===== config.mk =====
export PLATFORM = sky130hd
export DESIGN_NAME = netlist_bist_sequencer
export DESIGN_NICKNAME = d
export VERILOG_FILES = /design/src/rtl/netlist_bist_pkg.sv /design/src/rtl/bist_misr.sv /design/src/rtl/netlist_bist_sequencer.sv
export SDC_FILE = /design/constraint.sdc
export NUM_CORES = 1
export LEC_CHECK = 0
export CAP_MARGIN = 15
export CORE_MARGIN = 2
export CORE_UTILIZATION = 45
export CTS_BUF_LIST = sky130_fd_sc_hd__clkbuf_8
export DETAILED_ROUTE_END_ITERATION = 8
export GPL_ROUTABILITY_DRIVEN = 0
export PLACE_DENSITY = 0.77
export SETUP_SLACK_MARGIN = 0.3
export SYNTH_ARGS = -nofsm -noshare
export SYNTH_HDL_FRONTEND = slang
export SYNTH_SLANG_ARGS = --single-unit

===== constraint.sdc =====
create_clock -name clk -period 2.01 [get_ports clk]
set_input_delay 0.3015 -clock clk [delete_from_list [all_inputs] [get_ports clk]]
set_output_delay 0.3015 -clock clk [all_outputs]
set_load 0.02 [all_outputs]

===== src/rtl/netlist_bist_pkg.sv =====
// Shared types, default polynomials and next-state helpers for the netlist BIST sequencer.
// Latency: none (types and pure functions). Backpressure: none.
package netlist_bist_pkg;

  localparam int IN_W  = 16;
  localparam int OUT_W = 23;

  localparam logic [IN_W-1:0]  LFSR_POLY_DEF = 16'hB400;
  localparam logic [OUT_W-1:0] MISR_POLY_DEF = 23'h420000;

  typedef enum logic [1:0] {
    ST_IDLE,
    ST_APPLY,
    ST_CAPTURE,
    ST_DONE
  } bist_state_t;

  // Galois shift-right form: the shifted-out bit folds the feedback mask back in.
  function automatic logic [IN_W-1:0] lfsr_next(input logic [IN_W-1:0] s,
                                                input logic [IN_W-1:0] poly);
    return (s >> 1) ^ (s[0] ? poly : '0);
  endfunction

  function automatic logic [OUT_W-1:0] misr_next(input logic [OUT_W-1:0] s,
                                                 input logic [OUT_W-1:0] d,
                                                 input logic [OUT_W-1:0] poly);
    return (s >> 1) ^ (s[0] ? poly : '0) ^ d;
  endfunction

endpackage


===== src/rtl/bist_misr.sv =====
// Width-generic Galois MISR compactor with synchronous clear and capture enable.
// Latency: 1 cycle per enabled capture. Backpressure: none; clear wins over enable.
module bist_misr #(
  parameter int             W    = 23,
  parameter logic [W-1:0]   POLY = '0
) (
  input  logic         clk,
  input  logic         rst,
  input  logic         clr,
  input  logic         en,
  input  logic [W-1:0] din,
  output logic [W-1:0] q
);

  always_ff @(posedge clk) begin
    if (rst || clr) begin
      q <= '0;
    end else if (en) begin
      q <= (q >> 1) ^ (q[0] ? POLY : '0) ^ din;
    end
  end

endmodule


===== src/rtl/netlist_bist_sequencer.sv =====
// LFSR-pattern / MISR-signature self-test sequencer for one combinational netlist.
// Latency: done NUM_PAT*(SETTLE_CYC+1)+1 cycles after start. Backpressure: start ignored while busy; abort wins.
// Optional trace ports are built when BIST_TRACE_EN is defined.
module netlist_bist_sequencer
  import netlist_bist_pkg::*;
#(
  parameter int                IN_W       = netlist_bist_pkg::IN_W,
  parameter int                OUT_W      = netlist_bist_pkg::OUT_W,
  parameter int                NUM_PAT    = 1024,
  parameter int                SETTLE_CYC = 1,
  parameter logic [IN_W-1:0]   LFSR_POLY  = LFSR_POLY_DEF,
  parameter logic [OUT_W-1:0]  MISR_POLY  = MISR_POLY_DEF
) (
  input  logic             clk,
  input  logic             rst,
  input  logic             start,
  input  logic             abort,
  input  logic [IN_W-1:0]  seed,
  input  logic [OUT_W-1:0] golden,
  output logic [IN_W-1:0]  dut_in,
  input  logic [OUT_W-1:0] dut_out,
  output logic             busy,
  output logic             done,
  output logic             pass,
  output logic [OUT_W-1:0] signature
`ifdef BIST_TRACE_EN
  ,
  output logic             trace_valid,
  output logic [IN_W-1:0]  trace_pat,
  output logic [OUT_W-1:0] trace_rsp
`endif
);

  bist_state_t     state_q, state_d;
  logic [IN_W-1:0] lfsr_q;
  logic [IN_W-1:0] lfsr_nxt;
  logic [IN_W-1:0] seed_eff;
  logic [15:0]     cnt_q;
  logic [3:0]      settle_q;
  logic            accept;
  logic            last_pat;
  logic            settle_end;

  assign accept     = start && !abort && (state_q == ST_IDLE || state_q == ST_DONE);
  assign last_pat   = (cnt_q == 16'(NUM_PAT - 1));
  assign settle_end = (settle_q == 4'(SETTLE_CYC - 1));
  assign seed_eff   = (seed == '0) ? IN_W'(1) : seed;
  assign lfsr_nxt   = lfsr_next(lfsr_q, LFSR_POLY);

  always_ff @(posedge clk) begin
    if (rst) begin
      state_q <= ST_IDLE;
    end else begin
      state_q <= state_d;
    end
  end

  always_comb begin
    state_d = state_q;
    case (state_q)
      ST_IDLE, ST_DONE: if (accept)     state_d = ST_APPLY;
      ST_APPLY:         if (settle_end) state_d = ST_CAPTURE;
      ST_CAPTURE:       state_d = last_pat ? ST_DONE : ST_APPLY;
      default:          state_d = ST_IDLE;
    endcase
    if (abort) state_d = ST_IDLE;
  end

  // dut_in is loaded together with the LFSR so the pattern is stable for the whole APPLY window.
  always_ff @(posedge clk) begin
    if (rst) begin
      lfsr_q   <= '0;
      cnt_q    <= '0;
      settle_q <= '0;
      dut_in   <= '0;
    end else if (accept) begin
      lfsr_q   <= seed_eff;
      dut_in   <= seed_eff;
      cnt_q    <= '0;
      settle_q <= '0;
    end else if (!abort) begin
      if (state_q == ST_APPLY) begin
        settle_q <= settle_end ? 4'd0 : settle_q + 4'd1;
      end
      if (state_q == ST_CAPTURE) begin
        lfsr_q <= lfsr_nxt;
        cnt_q  <= cnt_q + 16'd1;
        if (!last_pat) dut_in <= lfsr_nxt;
      end
    end
  end

  bist_misr #(
    .W    (OUT_W),
    .POLY (MISR_POLY)
  ) u_misr (
    .clk (clk),
    .rst (rst),
    .clr (abort || accept),
    .en  (state_q == ST_CAPTURE),
    .din (dut_out),
    .q   (signature)
  );

  assign busy = (state_q == ST_APPLY) || (state_q == ST_CAPTURE);
  assign done = (state_q == ST_DONE);
  assign pass = done && (signature == golden);

`ifdef BIST_TRACE_EN
  assign trace_valid = (state_q == ST_CAPTURE);
  assign trace_pat   = trace_valid ? dut_in  : '0;
  assign trace_rsp   = trace_valid ? dut_out : '0;
`endif

endmodule

==> impl_metrics.tcl, run 1 <==
set metrics [dict create \
    skew_ns 0.01756 \
    final_cell_mix "clkdlybuf4s50_1 (79), nor2_1 (68), dfxtp_1 (68)" \
    p_per_area_nw_per_um2 553.5 \
    synth_area_um2 3812 \
    pwr-share-seq_pct 49.7 \
    fin_cells 677 \
    drt_iter0_drc 117 \
    pre_cts_ws_ns -0.5104 \
    cp_common_cell "buf_4" \
    rsz0062_at_grt "yes" \
    p_int_w 0.002361 \
    p_clk_share_pct 34.5 \
    slew_headroom_pct 64.57 \
    cp-start-kind "input port" \
    clk-insertion-delay-late_ns 0.36 \
    setup_slack_ns -0.005627 \
    design_area_um2 5758 \
    design.portCount 108 \
    chipWidth_um 96.05 \
    cap_violations 0 \
    wl_per_cell_um 15.30 \
    place_area_um2 5403 \
    overflow 0 \
    cts.sinks 77 \
    postSynthCellCount 424 \
    ys_ff_latch 77 \
    drive_gt1_share_pct 21.15 \
    p_leak_nw 2.273 \
    p_comb_share_pct 15.8 \
    synth.avg_cell_area_um2 8.992 \
    crit_fanout 1 \
    final_hold_viol_count 0 \
    maxSlewViolCount 0 \
    period_share_pct 100.3 \
    ys_seq_area_share_pct 40.43 \
    end_kind "output pin" \
    hold_class "input port to flip-flop" \
    power.switching_w 0.0008255 \
    io_buffers 107 \
    cts_buffer_depth 2 \
    yosysUniqueCellTypes 43 \
    grtUsageTotal_pct 22.07 \
    die_h_um 96.05 \
    cts_hold_buf 0 \
    timing.hold.ws_ns 0.4398 \
    slowest_stage "clkdlybuf4s50_1" \
    cts_buffers 9 \
    cts.htree.levels 3 \
    clkSlewWorstSetupHoldPaths_ns 0.08 \
    synthesis.nets 496 \
    fmax_mhz 496.1 \
    drc_errors 0 \
    worstPathRequired_ns 1.71 \
    yosysWarnings 0 \
    wirelength_um 10360 \
    grt_max_degree 49 \
    nNetsFinal 639 \
    final_antenna_net_count 0 \
    cts_tree "built" \
    worst_ir_drop_vdd_mv 0.4346 \
    switching_share_pct 25.90 \
    grt_pass1_vias 3393 \
    antenna_found_initial 0 \
    path_class "input port to output pin" \
    max_slew.worst_pin.slew_ns 0.5314 \
    dp.cells 655 \
    arrival_ns 1.71 \
    fin_util_pct 70.08 \
    run_status "complete, but fails checks" \
    finalSetupViolCount 1 \
    grt_pass1_wl_um 15840 \
    violations "negative setup slack" \
    cp_num_buf_inv 3 \
    rows 33 \
    layout_min_cycle_time_ns 2.016 \
    syn2layout_area_growth_pct 51.03 \
    initial_utilization_pct 46.40 \
    via_per_inst 5.229 \
    final_common_cell "clkdlybuf4s50_1" \
    critical_path.top_delay_family "buffers and inverters" \
    diodes 0 \
    root_buffer "clkbuf_8" \
    vias 3540 \
    dp_hpwl_um 7463 \
    slowest_delay_ns 0.42 \
    drt_pass1_iterations 5 \
    worstPathCellList "clkdlybuf4s50_1 -> xor2_1 -> nor4_2 -> buf_4 -> nand4_1 -> nor3_2 -> buf_4" \
    core_um2 8217 \
    die_area_um2 9225 \
]
==> worst paths after layout <==
check / depth (start not counted) / from / end / slack (ns)
worst max-delay path: 7 / golden[20] / pass / -0.006
worst min register to register: 2 / dut_in[10]$_SDFFE_PP0P_ / dut_in[10]$_SDFFE_PP0P_ / 0.48
worst max register to register: 6 / cnt_q[0]$_SDFFE_PP0P_ / dut_in[14]$_SDFFE_PP0P_ / 0.01
worst min-delay path: 3 / abort / state_q[1]$_SDFFE_PP0P_ / 0.44
==> tightest hold or removal path, stage by stage <==
cell	delay, ns
dlymetal6s2s_1	0.21
buf_4	0.19
a311oi_2	0.05
==> timing repair <==
| action | 4_1_cts | 5_1_grt |
|---|---|---|
| endpoints found under the setup margin | 44 | 35 |
| cloned | 0 | 1 |
| setup buffers | 3 | 2 |
| pin swaps | 3 | 12 |
| gates resized for setup | 34 | 35 |
==> sequential cells by signal (all words and copies together) (netlist names) <==
signal    count
lfsr_q       16
u_misr.q     23
state_q       2
settle_q      4
dut_in       16
cnt_q        16
==> kinds of logic (layout without fill, tap and decap cells) <==
kind of cell | Yosys count | count (layout) | synth area share (%)
adder cells (fa/ha/maj) | 6 | 6 | 1.969
multiplexers | 27 | 27 | 7.483
AO/OA/AOI/OAI | 68 | 68 | 12.24
AND/OR/NAND/NOR | 148 | 148 | 19.92
flip-flops | 77 | 77 | 40.43
buffers and inverters | 38 | 186 | 4.168
XOR/XNOR | 60 | 60 | 13.78
==> per-stage QoR <==
stage | power [W] | TNS (ns)
after floorplan | 0.001854 | -0.1245
after global placement | 0.002081 | -1.193
after detailed placement | 0.002089 | -1.442
after CTS | 0.003182 | -0.01859
after global routing | 0.003335 | -0.7478
final | 0.003187 | -0.005627
==> power groups by stage <==
stage | registers [W] | clock network (W) | logic, W
2_1_floorplan | 0.00163 | 0 | 0.000221
3_3_place_gp | 0.00162 | 0 | 0.000463
3_5_place_dp | 0.00162 | 0 | 0.000469
4_1_cts | 0.00158 | 0.00112 | 0.000478
5_1_grt | 0.00159 | 0.00121 | 0.000541
6_report | 0.00158 | 0.00110 | 0.000505
==> final cells by class <==
type / count / area (um^2)
Fill cell: 638 / 2459
Multi-Input combinational cell: 309 / 2323
Sequential cell: 77 / 1558
Timing Repair Buffer: 156 / 1509
Clock buffer: 11 / 151.4
Tap cell: 105 / 131.4
Inverter: 14 / 52.55
Clock inverter: 5 / 32.53
==> routing by layer <==
| layer | part of all wire [%] | GRT usage, % | up-vias |
|---|---|---|---|
| met4 | 1.9 | 8.690 | 0 |
| li1 | - | - | 1763 |
| met1 | 41 | 25.07 | 1642 |
| met2 | 50 | 39.70 | 116 |
| met3 | 7.4 | 5.090 | 19 |
| met5 | 0 | 0 | - |
==> synthesized netlist by cell type (all sizes together) <==
cell,instances,share of area [%]
nand3,5,0.66
or3,5,0.82
a211o,2,0.46
a311oi,1,0.23
ha,6,2.0
nand2,11,1.1
a221oi,3,0.69
o311ai,1,0.23
or4bb,1,0.30
nand4b,1,0.23
nand3b,1,0.20
buf,4,0.82
o31ai,3,0.59
o21ai,8,1.1
nand4,10,1.6
nor3,7,0.92
dfxtp,77,40
a21oi,13,1.7
xnor2,36,8.3
nor2,68,6.7
or2,1,0.16
and4b,2,0.53
and3,2,0.33
mux2,12,3.5
xor2,24,5.5
nor3b,1,0.20
and4,1,0.23
clkbuf,20,2.0
o21a,2,0.39
mux2i,15,3.9
and3b,1,0.23
or4,4,0.89
nor2b,15,2.5
nor4,9,1.9
nand2b,3,0.49
inv,14,1.4
a211oi,35,6.9
No activity file was read; power rests on OpenSTA's default activity.
==> inputs of run 2 (changes only) <==
--- a/config.mk
+++ b/config.mk
@@ -6,12 +6,15 @@
 export NUM_CORES = 1
 export LEC_CHECK = 0
 export CAP_MARGIN = 15
+export CELL_PAD_IN_SITES_DETAIL_PLACEMENT = 0
+export CELL_PAD_IN_SITES_GLOBAL_PLACEMENT = 2
 export CORE_MARGIN = 2
-export CORE_UTILIZATION = 45
+export CORE_UTILIZATION = 26
 export CTS_BUF_LIST = sky130_fd_sc_hd__clkbuf_8
 export DETAILED_ROUTE_END_ITERATION = 8
 export GPL_ROUTABILITY_DRIVEN = 0
-export PLACE_DENSITY = 0.77
+export GPL_TIMING_DRIVEN = 0
+export PLACE_DENSITY = 0.76
 export SETUP_SLACK_MARGIN = 0.3
 export SYNTH_ARGS = -nofsm -noshare
 export SYNTH_HDL_FRONTEND = slang
==> impl_metrics.tcl, run 2 (synthesized netlist as in run 1, its figures left out) <==
set metrics [dict create \
    overflow 0 \
    cp-start-kind "flip-flop" \
    wirelength_um 11630 \
    clkSlewWorstSetupHoldPaths_ns 0.08 \
    rsz0062_at_grt "yes" \
    startpoint "cnt_q[13]$_SDFFE_PP0P_" \
    grt_max_degree 13 \
    p_int_w 0.002635 \
    design.portCount 108 \
    ff2ff_path_depth 6 \
    rr_startpoint "cnt_q[13]$_SDFFE_PP0P_" \
    slowest_stage "or4_4" \
    finalPower_w 0.003504 \
    end_kind "flip-flop" \
    worstPathRequired_ns 2.26 \
    path_class "flip-flop to flip-flop" \
    die_h_um 125.1 \
    drt_pass1_iterations 4 \
    arrival_ns 2.26 \
    grt_pass1_vias 3646 \
    final_antenna_net_count 0 \
    drc_errors 0 \
    die_area_um2 15650 \
    grtUsageTotal_pct 15.00 \
    cts_hold_buf 0 \
    p_per_area_nw_per_um2 580.8 \
    cts.sinks 77 \
    power.switching_w 0.0008688 \
    layout_min_cycle_time_ns 2.015 \
    finalSetupViolCount 2 \
    cts.htree.levels 3 \
    final_common_cell "clkdlybuf4s50_1" \
    crit_fanout 8 \
    p_comb_share_pct 16.2 \
    vias 3530 \
    rows 44 \
    cts_buffer_depth 2 \
    maxSlewViolCount 0 \
    worst-r2r-setup-slack_ns -0.005 \
    antenna_found_initial 0 \
    period_share_pct 100.3 \
    cts_buffers 9 \
    fmax_mhz 496.2 \
    core_um2 14420 \
    drt_iter0_drc 108 \
    dp_hpwl_um 8265 \
    p_clk_share_pct 38.6 \
    pre_cts_ws_ns -0.6521 \
    worstPathCellList "or4_4 -> nor4_4 -> a211o_1 -> buf_6 -> buf_12 -> mux2_4" \
    fill_cells 1456 \
    slew_headroom_pct 61.90 \
    pwr-share-seq_pct 45.2 \
    io_buffers 107 \
    wl_per_cell_um 15.42 \
    p_leak_nw 2.250 \
    root_buffer "clkbuf_8" \
    skew_ns 0.01732 \
    grt_pass1_wl_um 18930 \
    switching_share_pct 24.79 \
    nNetsFinal 637 \
    clk-insertion-delay-late_ns 0.37 \
    cts_tree "built" \
    via_per_inst 4.682 \
    endpoint "dut_in[4]$_SDFFE_PP0P_" \
    slowest_delay_ns 0.54 \
    hold_class "flip-flop to flip-flop" \
    violations "negative setup slack" \
    setup_slack_ns -0.005245 \
    max_slew.worst_pin.slew_ns 0.5715 \
    final_cell_mix "clkdlybuf4s50_1 (82), nor2_1 (66), dfxtp_1 (63)" \
    diodes 0 \
    worst_ir_drop_vdd_mv 0.2421 \
    initial_utilization_pct 26.43 \
    r2r-end "dut_in[4]$_SDFFE_PP0P_" \
    cap_violations 0 \
    syn2layout_area_growth_pct 58.25 \
    largest_reg_flops 23 \
    drive_gt1_share_pct 25.44 \
    run_status "complete, but fails checks" \
    largest-register "u_misr.q" \
    chipWidth_um 125.1 \
    final_hold_viol_count 0 \
]
==> run 2: cell types whose count changed in the layout (fill, tap and decap cells not counted), sizes merged <==
cell           delta
clkdlybuf4s50     +3
buf              -18
clkbuf           +17
dlygate4sd2       -1
clkinv            -2
dlymetal6s2s      -3
bufinv            +2
==> run 2: power by group through the flow <==
| stage | Combinational [W] | Clock (W) | Sequential, W |
|---|---|---|---|
| detailed placement | 0.000472 | 0 | 0.00162 |
| floorplan | 0.000221 | 0 | 0.00163 |
| global route | 0.000615 | 0.00145 | 0.00159 |
| CTS | 0.000532 | 0.00138 | 0.00158 |
| finish | 0.000568 | 0.00135 | 0.00158 |
| global placement | 0.000470 | 0 | 0.00162 |
==> run 2: final cells by class <==
cell class	instances	area [um^2]	share of cell area, %
tap	184	230.2	3.816
buffer	24	224.0	3.712
clock buffer	11	151.4	2.509
sequential	77	1567	25.96
multi-input combinational	309	2461	40.79
timing repair buffer	130	1274	21.11
clock inverter	5	73.82	1.224
inverter	14	52.55	0.8710
==> run 2: worst min-delay path by stage <==
stage                                  from                       to  cells after the start
floorplan            cnt_q[15]$_SDFFE_PP0P_   cnt_q[15]$_SDFFE_PP0P_                      2
global placement     cnt_q[15]$_SDFFE_PP0P_   cnt_q[15]$_SDFFE_PP0P_                      2
detailed placement  dut_in[12]$_SDFFE_PP0P_  dut_in[12]$_SDFFE_PP0P_                      2
CTS                 dut_in[12]$_SDFFE_PP0P_  dut_in[12]$_SDFFE_PP0P_                      2
global route         cnt_q[15]$_SDFFE_PP0P_   cnt_q[15]$_SDFFE_PP0P_                      2
finish              dut_in[10]$_SDFFE_PP0P_  dut_in[10]$_SDFFE_PP0P_                      2
==> run 2: through the flow <==
| stage | hold WS (ns) | cell area, um^2 | std cells | utilization, % | TNS [ns] |
|---|---|---|---|---|---|
| floorplan | 0.4512 | 3959 | 424 | - | -0.1245 |
| global placement | 0.4659 | 5260 | 715 | 36.47 | -10.71 |
| detailed placement | 0.4681 | 5260 | 715 | 36.47 | -12.01 |
| CTS | 0.4828 | 5819 | 749 | 40.35 | -0.08985 |
| global route | 0.5033 | 6033 | 754 | 41.83 | -0.6111 |
| finish | 0.4797 | 6033 | 754 | 41.83 | -0.007078 |
==> run 2: per-layer routing <==
layer,vias to the layer above,share of wire [%],global-route usage (%),routed length (um)
li1,1756,-,-,-
met2,99,46,24.33,5311
met1,1662,48,19.88,5599
met5,-,0,0,0
met3,13,4.3,2.653,503
met4,0,1.8,5.817,214
==> run 2: critical path: cells and delay by family (launching register included) <==
family	cells	cell delay, ns
AOI/OAI and AO/OA	1	0.18
buffers and inverters	2	0.24
DFF	1	0.35
muxes	1	0.30
and+or+nand+nor	2	0.83
==> run 2: timing repair <==
action / CTS / global route
buffers inserted: 16 / 4
pin swaps: 13 / 11
resized for setup: 89 / 57
endpoints found under the setup margin: 100 / 78
cloned: 2 / 1
